$ cat config.mk
export PLATFORM = sky130hd
export DESIGN_NAME = load_store_unit
export DESIGN_NICKNAME = d
export VERILOG_FILES = /design/src/rtl/load_store_unit.sv
export SDC_FILE = /design/constraint.sdc
export NUM_CORES = 1
export LEC_CHECK = 0
export BUFFER_PORTS_ARGS = -buffer_cell sky130_fd_sc_hd__buf_2
export CAP_MARGIN = 20
export CORE_ASPECT_RATIO = 0.8
export CORE_MARGIN = 2
export CORE_UTILIZATION = 45
export DETAILED_ROUTE_END_ITERATION = 16
export PLACE_DENSITY = 0.68
export SLEW_MARGIN = 20
export SYNTH_ARGS = -nofsm -noshare
export SYNTH_HDL_FRONTEND = slang
export SYNTH_SLANG_ARGS = --single-unit
$ cat constraint.sdc
create_clock -name clk -period 3.75 [get_ports clk]
set_input_delay 0.375 -clock clk [delete_from_list [all_inputs] [get_ports clk]]
set_output_delay 0.375 -clock clk [all_outputs]
set_load 0.05 [all_outputs]
$ cat src/rtl/load_store_unit.sv
// RV32I load/store unit: one memory op in flight, byte/half/word alignment,
// early error response for misaligned/illegal ops, and a BUSY watchdog.
module load_store_unit #(
    parameter int TIMEOUT_CYCLES = 255
) (
    input  logic        clk,
    input  logic        rst_n,
    input  logic        req_valid,
    output logic        req_ready,
    input  logic [31:0] alu_addr,
    input  logic [31:0] store_data,
    input  logic [2:0]  funct3,
    input  logic        is_store,
    input  logic [4:0]  rd_in,
    output logic        mem_req,
    output logic        mem_we,
    output logic [31:0] mem_addr,
    output logic [3:0]  mem_wstrb,
    output logic [31:0] mem_wdata,
    input  logic        mem_ack,
    input  logic [31:0] mem_rdata,
    output logic        resp_valid,
    output logic        wb_we,
    output logic [4:0]  wb_rd,
    output logic [31:0] wb_data,
    output logic [1:0]  err_code,
    output logic        stall
);
    typedef enum logic [1:0] {IDLE, BUSY, RESP} state_t;

    localparam logic [31:0] TMO = 32'(TIMEOUT_CYCLES);

    state_t      state, state_nxt;
    logic [31:0] addr_q, data_q, rdata_q, cnt;
    logic [2:0]  funct3_q;
    logic        store_q;
    logic [4:0]  rd_q;
    logic [1:0]  err_q, err_nxt;
    logic        accept, illegal, misaligned, timeout, busy, resp, load_ok;
    logic [7:0]  ld_byte;
    logic [15:0] ld_half;
    logic [31:0] ld_data;

    assign accept     = req_valid && req_ready;
    assign illegal    = is_store ? (funct3 >= 3'd3)
                                 : (funct3 == 3'd3 || funct3[2:1] == 2'b11);
    assign misaligned = (funct3[1:0] == 2'b01 && alu_addr[0]) ||
                        (funct3[1:0] == 2'b10 && alu_addr[1:0] != 2'b00);
    // Fires on the TIMEOUT_CYCLES-th BUSY cycle; mem_ack in that cycle still wins.
    assign timeout    = (TMO != 32'd0) && (cnt + 32'd1 == TMO);

    always_ff @(posedge clk or negedge rst_n) begin
        if (!rst_n) state <= IDLE;
        else        state <= state_nxt;
    end

    always_comb begin
        state_nxt = state;
        err_nxt   = err_q;
        case (state)
            IDLE: if (accept) begin
                if (illegal)         begin state_nxt = RESP; err_nxt = 2'd2; end
                else if (misaligned) begin state_nxt = RESP; err_nxt = 2'd1; end
                else                 begin state_nxt = BUSY; err_nxt = 2'd0; end
            end
            BUSY: begin
                if (mem_ack)      begin state_nxt = RESP; err_nxt = 2'd0; end
                else if (timeout) begin state_nxt = RESP; err_nxt = 2'd3; end
            end
            RESP:    state_nxt = IDLE;
            default: state_nxt = IDLE;
        endcase
    end

    always_ff @(posedge clk or negedge rst_n) begin
        if (!rst_n) begin
            addr_q   <= '0;
            data_q   <= '0;
            rdata_q  <= '0;
            cnt      <= '0;
            funct3_q <= '0;
            store_q  <= 1'b0;
            rd_q     <= '0;
            err_q    <= '0;
        end else begin
            err_q <= err_nxt;
            if (accept) begin
                addr_q   <= alu_addr;
                data_q   <= store_data;
                funct3_q <= funct3;
                store_q  <= is_store;
                rd_q     <= rd_in;
                cnt      <= '0;
            end else if (busy) begin
                if (mem_ack) rdata_q <= mem_rdata;
                else         cnt     <= cnt + 32'd1;
            end
        end
    end

    assign busy = (state == BUSY);
    assign resp = (state == RESP);

    // Gated with rst_n so every output reads 0 while reset is held.
    assign req_ready = rst_n && (state == IDLE);
    assign stall     = (state != IDLE);
    assign mem_req   = busy;
    assign mem_we    = busy && store_q;
    assign mem_addr  = busy ? {addr_q[31:2], 2'b00} : 32'd0;

    always_comb begin
        mem_wstrb = 4'b0000;
        mem_wdata = 32'd0;
        if (busy && store_q) begin
            case (funct3_q[1:0])
                2'b00:   begin mem_wstrb = 4'b0001 << addr_q[1:0]; mem_wdata = {4{data_q[7:0]}}; end
                2'b01:   begin mem_wstrb = addr_q[1] ? 4'b1100 : 4'b0011; mem_wdata = {2{data_q[15:0]}}; end
                default: begin mem_wstrb = 4'b1111; mem_wdata = data_q; end
            endcase
        end
    end

    always_comb begin
        case (addr_q[1:0])
            2'd0:    ld_byte = rdata_q[7:0];
            2'd1:    ld_byte = rdata_q[15:8];
            2'd2:    ld_byte = rdata_q[23:16];
            default: ld_byte = rdata_q[31:24];
        endcase
        ld_half = addr_q[1] ? rdata_q[31:16] : rdata_q[15:0];
        case (funct3_q)
            3'd0:    ld_data = {{24{ld_byte[7]}}, ld_byte};
            3'd1:    ld_data = {{16{ld_half[15]}}, ld_half};
            3'd4:    ld_data = {24'd0, ld_byte};
            3'd5:    ld_data = {16'd0, ld_half};
            default: ld_data = rdata_q;
        endcase
    end

    assign load_ok    = resp && !store_q && (err_q == 2'd0);
    assign resp_valid = resp;
    assign err_code   = resp ? err_q : 2'd0;
    assign wb_we      = load_ok;
    assign wb_rd      = resp ? rd_q : 5'd0;
    assign wb_data    = load_ok ? ld_data : 32'd0;
endmodule

==> metrics.md <==
| Metric | Value |
|---|---|
| Share of cells above drive strength 1 | 0.283 |
| Slew Limit Fails | 0 |
| Buffer and inverter count on the worst path | 2 |
| Nets | 1240 |
| Vias in the first global route | 6797 |
| Hold wc startpoint | alu_addr[14] |
| Hold Path Depth | 3 |
| Most common cell after layout, fill and taps aside | nand2_1 |
| Drt pass-1 iters | 7 |
| Final WL | 22100 um |
| Max Cap Viol | 0 |
| Critical path class | flip-flop to output pin |
| Clock sink total | 141 |
| Final Util | 0.563 |
| Die height | 122 um |
| Area Overhead vs Synth | 23.0% |
| Antenna Nets Post-Route | 0 |
| Arr. time, crit path | 2.75 ns |
| Hold Vio Cnt, Final | 0 |
| Slew at the pin with the worst max-slew slack | 1.01 ns |
| Min Tclk post-route | 3.13 ns |
| R2R Setup Slk | 0.91 ns |
| Cts repair resizes | 0 |
| Initial Utilization | 0.457 |
| Clk slew on worst S/H paths | 0.06 ns |
| H-tree level count | 4 |
| Post-CTS Setup Bufs | 0 |
| Worst hold path class | input pin to flip-flop |
| Max Clk Rate | 320 MHz |
| Via/cell ratio | 5.35 |
| Grt ovf | 0 |
| Relative slew slack | 0.327 |
| Slowest CP cell | dfrtp_2 |
| Initial drt markers | 551 |
| Distinct cells, synth | 59 |
| Mean post-synth cell area | 8.35 um2 |
| Ys flop type | dfrtp_1 |
| Die width | 152 um |
| FF-to-FF End | state[1]$_DFFE_PN0P_ |
| Register bit count reported by yosys | 141 |
| Unrepaired setup endpoints after global routing | false |
| # IOs | 222 |
| Setup violators final | 0 |
| Yosys warns | 0 |
| Family with the most delay on the worst path | flip-flops |
| Sequential share of the synthesized area | 0.448 |
| Setup TNS Final | 0 ns |
| DRC violations left | 0 |
| Worst Setup End Kind | output pin |
| Most frequent cells in the layout | nand2_1 (268), buf_2 (218), dfrtp_1 (140), nor2_1 (58), o21ai_0 (58) |
| Antenna violations before repair | 3 |
| Startpoint class of the critical path | flip-flop |
| GPL Wtd Cong | 0.829 |
| Clock latency on the worst-skew pair | 0.41 ns |
| LEAKAGE | 5.04 nW |
| Status | completed |
| Final Skew | 0.00880 ns |
| Total Power | 5.31 mW |
| Crit Path Max Fanout | 54 |
| Core area | 17200 um2 |
| CP required | 3.38 ns |
| Global-route wire length before repair | 35800 um |
| Worst r2r src | cnt[0]$_DFFE_PN0P_ |
| Max incr delay on CP | 1.03 ns |
| Pwr per Cell Area | 548 nW/um2 |
| HPWL Detailed | 15200 um |
| Number of CTS-inserted buffers | 17 |
| Post-Synthesis Cells | 943 |
| Ys async rst share | 1.00 |
| CTS max path bufs | 2 |
| Routed len/inst | 16.1 um |
| Crit share post-route | 0.834 |
| PortBufs | 219 |
| Vias | 7316 |
| Largest net degree at the start of global routing | 78 |
| Rows | 43 |
| Number of synthesized flops with an enable pin | 0 |
| R2R cell count | 8 |
| Filler instances | 1598 |
| Full die area | 18600 um2 |
| Worst path cell trace | inv_1 -> and3_1 -> nor3_1 -> buf_2 |
| Clk root buf | clkbuf_16 |
| Synthesized cell area | 7870 um2 |
| CTS tree | yes |
| Worst VDD drop | 0.372 mV |
| GRT Resource Usage Total | 0.239 |
| Hold EP | addr_q[14]$_DFFE_PN0P_ |
==> flip-flops by register name, summed over array words and instances, names as in the netlist <==
name,count
addr_q,32
cnt,32
data_q,32
err_q,2
funct3_q,3
rd_q,5
rdata_q,32
state,2
store_q,1
==> where the power goes <==
| part | internal [mW] | total, mW | switching, mW |
|---|---|---|---|
| Sequential | 1.90 | 2.29 | 0.387 |
| Combinational | 0.553 | 1.37 | 0.816 |
| Clock | 0.980 | 1.65 | 0.665 |
==> logic make-up (layout without fill, tap and decap cells) <==
group,count (synthesis),in the layout,share of synthesized area
buffers and inverters,92,289,0.0458
AOI/OAI and AO/OA,168,168,0.129
and+or+nand+nor,467,467,0.276
xor gates and xnor gates,14,14,0.0156
other,1,3,0.000476
muxes,58,58,0.0823
DFF,141,141,0.448
adders and majority gates,2,2,0.00318
==> worst min-delay path: cells and delay by family <==
family | cells | cell delay (ns)
and+or+nand+nor | 2 | 0.08
buffers and inverters | 1 | 0.07
==> how the worst max path moves through the flow <==
stage / from / endpoint / slack [ns] / cells past startpoint
6_report: funct3_q[1]$_DFFE_PN0P_ / mem_wstrb[0] / 0.62 / 4
3_3_place_gp: cnt[0]$_DFFE_PN0P_ / state[1]$_DFFE_PN0P_ / 1.04 / 8
5_1_grt: funct3_q[1]$_DFFE_PN0P_ / mem_wstrb[0] / 0.39 / 4
4_1_cts: funct3_q[1]$_DFFE_PN0P_ / mem_wstrb[1] / 0.63 / 4
3_5_place_dp: cnt[0]$_DFFE_PN0P_ / state[1]$_DFFE_PN0P_ / 0.91 / 8
2_1_floorplan: state[0]$_DFFE_PN0P_ / wb_data[21] / 0.34 / 7
==> per-layer routing <==
| metal | GRT usage | up-vias | share of wire |
|---|---|---|---|
| li1 | - | 3567 | - |
| met1 | 0.350 | 3440 | 0.48 |
| met2 | 0.354 | 280 | 0.44 |
| met3 | 0.0685 | 25 | 0.072 |
| met4 | 0.0537 | 4 | 0.012 |
| met5 | 0 | - | 0.0012 |
==> cells in the mapped netlist (4+ instances only) <==
cell / instances / area share
a211oi_1: 4 / 0.0038
a21oi_1: 56 / 0.036
a22oi_1: 8 / 0.0076
a31oi_1: 9 / 0.0072
and2_1: 45 / 0.036
and3_1: 18 / 0.014
and4_1: 4 / 0.0044
buf_1: 5 / 0.0024
clkbuf_1: 56 / 0.027
dfrtp_1: 141 / 0.45
inv_1: 24 / 0.011
mux2_2: 34 / 0.049
mux2i_1: 22 / 0.028
nand2_1: 269 / 0.13
nand3_1: 17 / 0.011
nand4_1: 14 / 0.011
nor2_1: 59 / 0.028
nor3_1: 9 / 0.0057
nor4_1: 7 / 0.0056
o21ai_0: 58 / 0.037
o221a_2: 6 / 0.0086
o31a_1: 6 / 0.0067
o31ai_1: 9 / 0.0086
xnor2_1: 7 / 0.0078
xor2_1: 7 / 0.0078
==> metrics by stage <==
stage,hold WS [ns],cells,worst slack (ns),cell area [um2]
6_report,0.144,1367,0.621,9690
5_1_grt,0.138,1366,0.393,9690
4_1_cts,0.130,1366,0.625,9680
3_5_place_dp,0.267,1334,0.912,9100
3_3_place_gp,0.266,1334,1.04,9100
2_1_floorplan,0.0794,944,0.345,7880
==> repair_timing <==
| item | 4_1_cts | 5_1_grt |
|---|---|---|
| hold endpoints to repair | 25 | 0 |
| endpoints found under the setup margin | 0 | 0 |
| hold buffers | 1 | 0 |
==> cell type report <==
type | count | area, um2 | share of cell area
multi-input combinational | 711 | 4000 | 0.413
sequential | 141 | 3530 | 0.364
timing repair buffer | 233 | 1210 | 0.125
clock buffer | 18 | 429 | 0.0443
tap | 225 | 282 | 0.0291
clock inverter | 13 | 141 | 0.0146
inverter | 25 | 93.8 | 0.00969
antenna | 1 | 2.50 | 0.000258
Note: power is estimated with default switching activity, not from simulation.
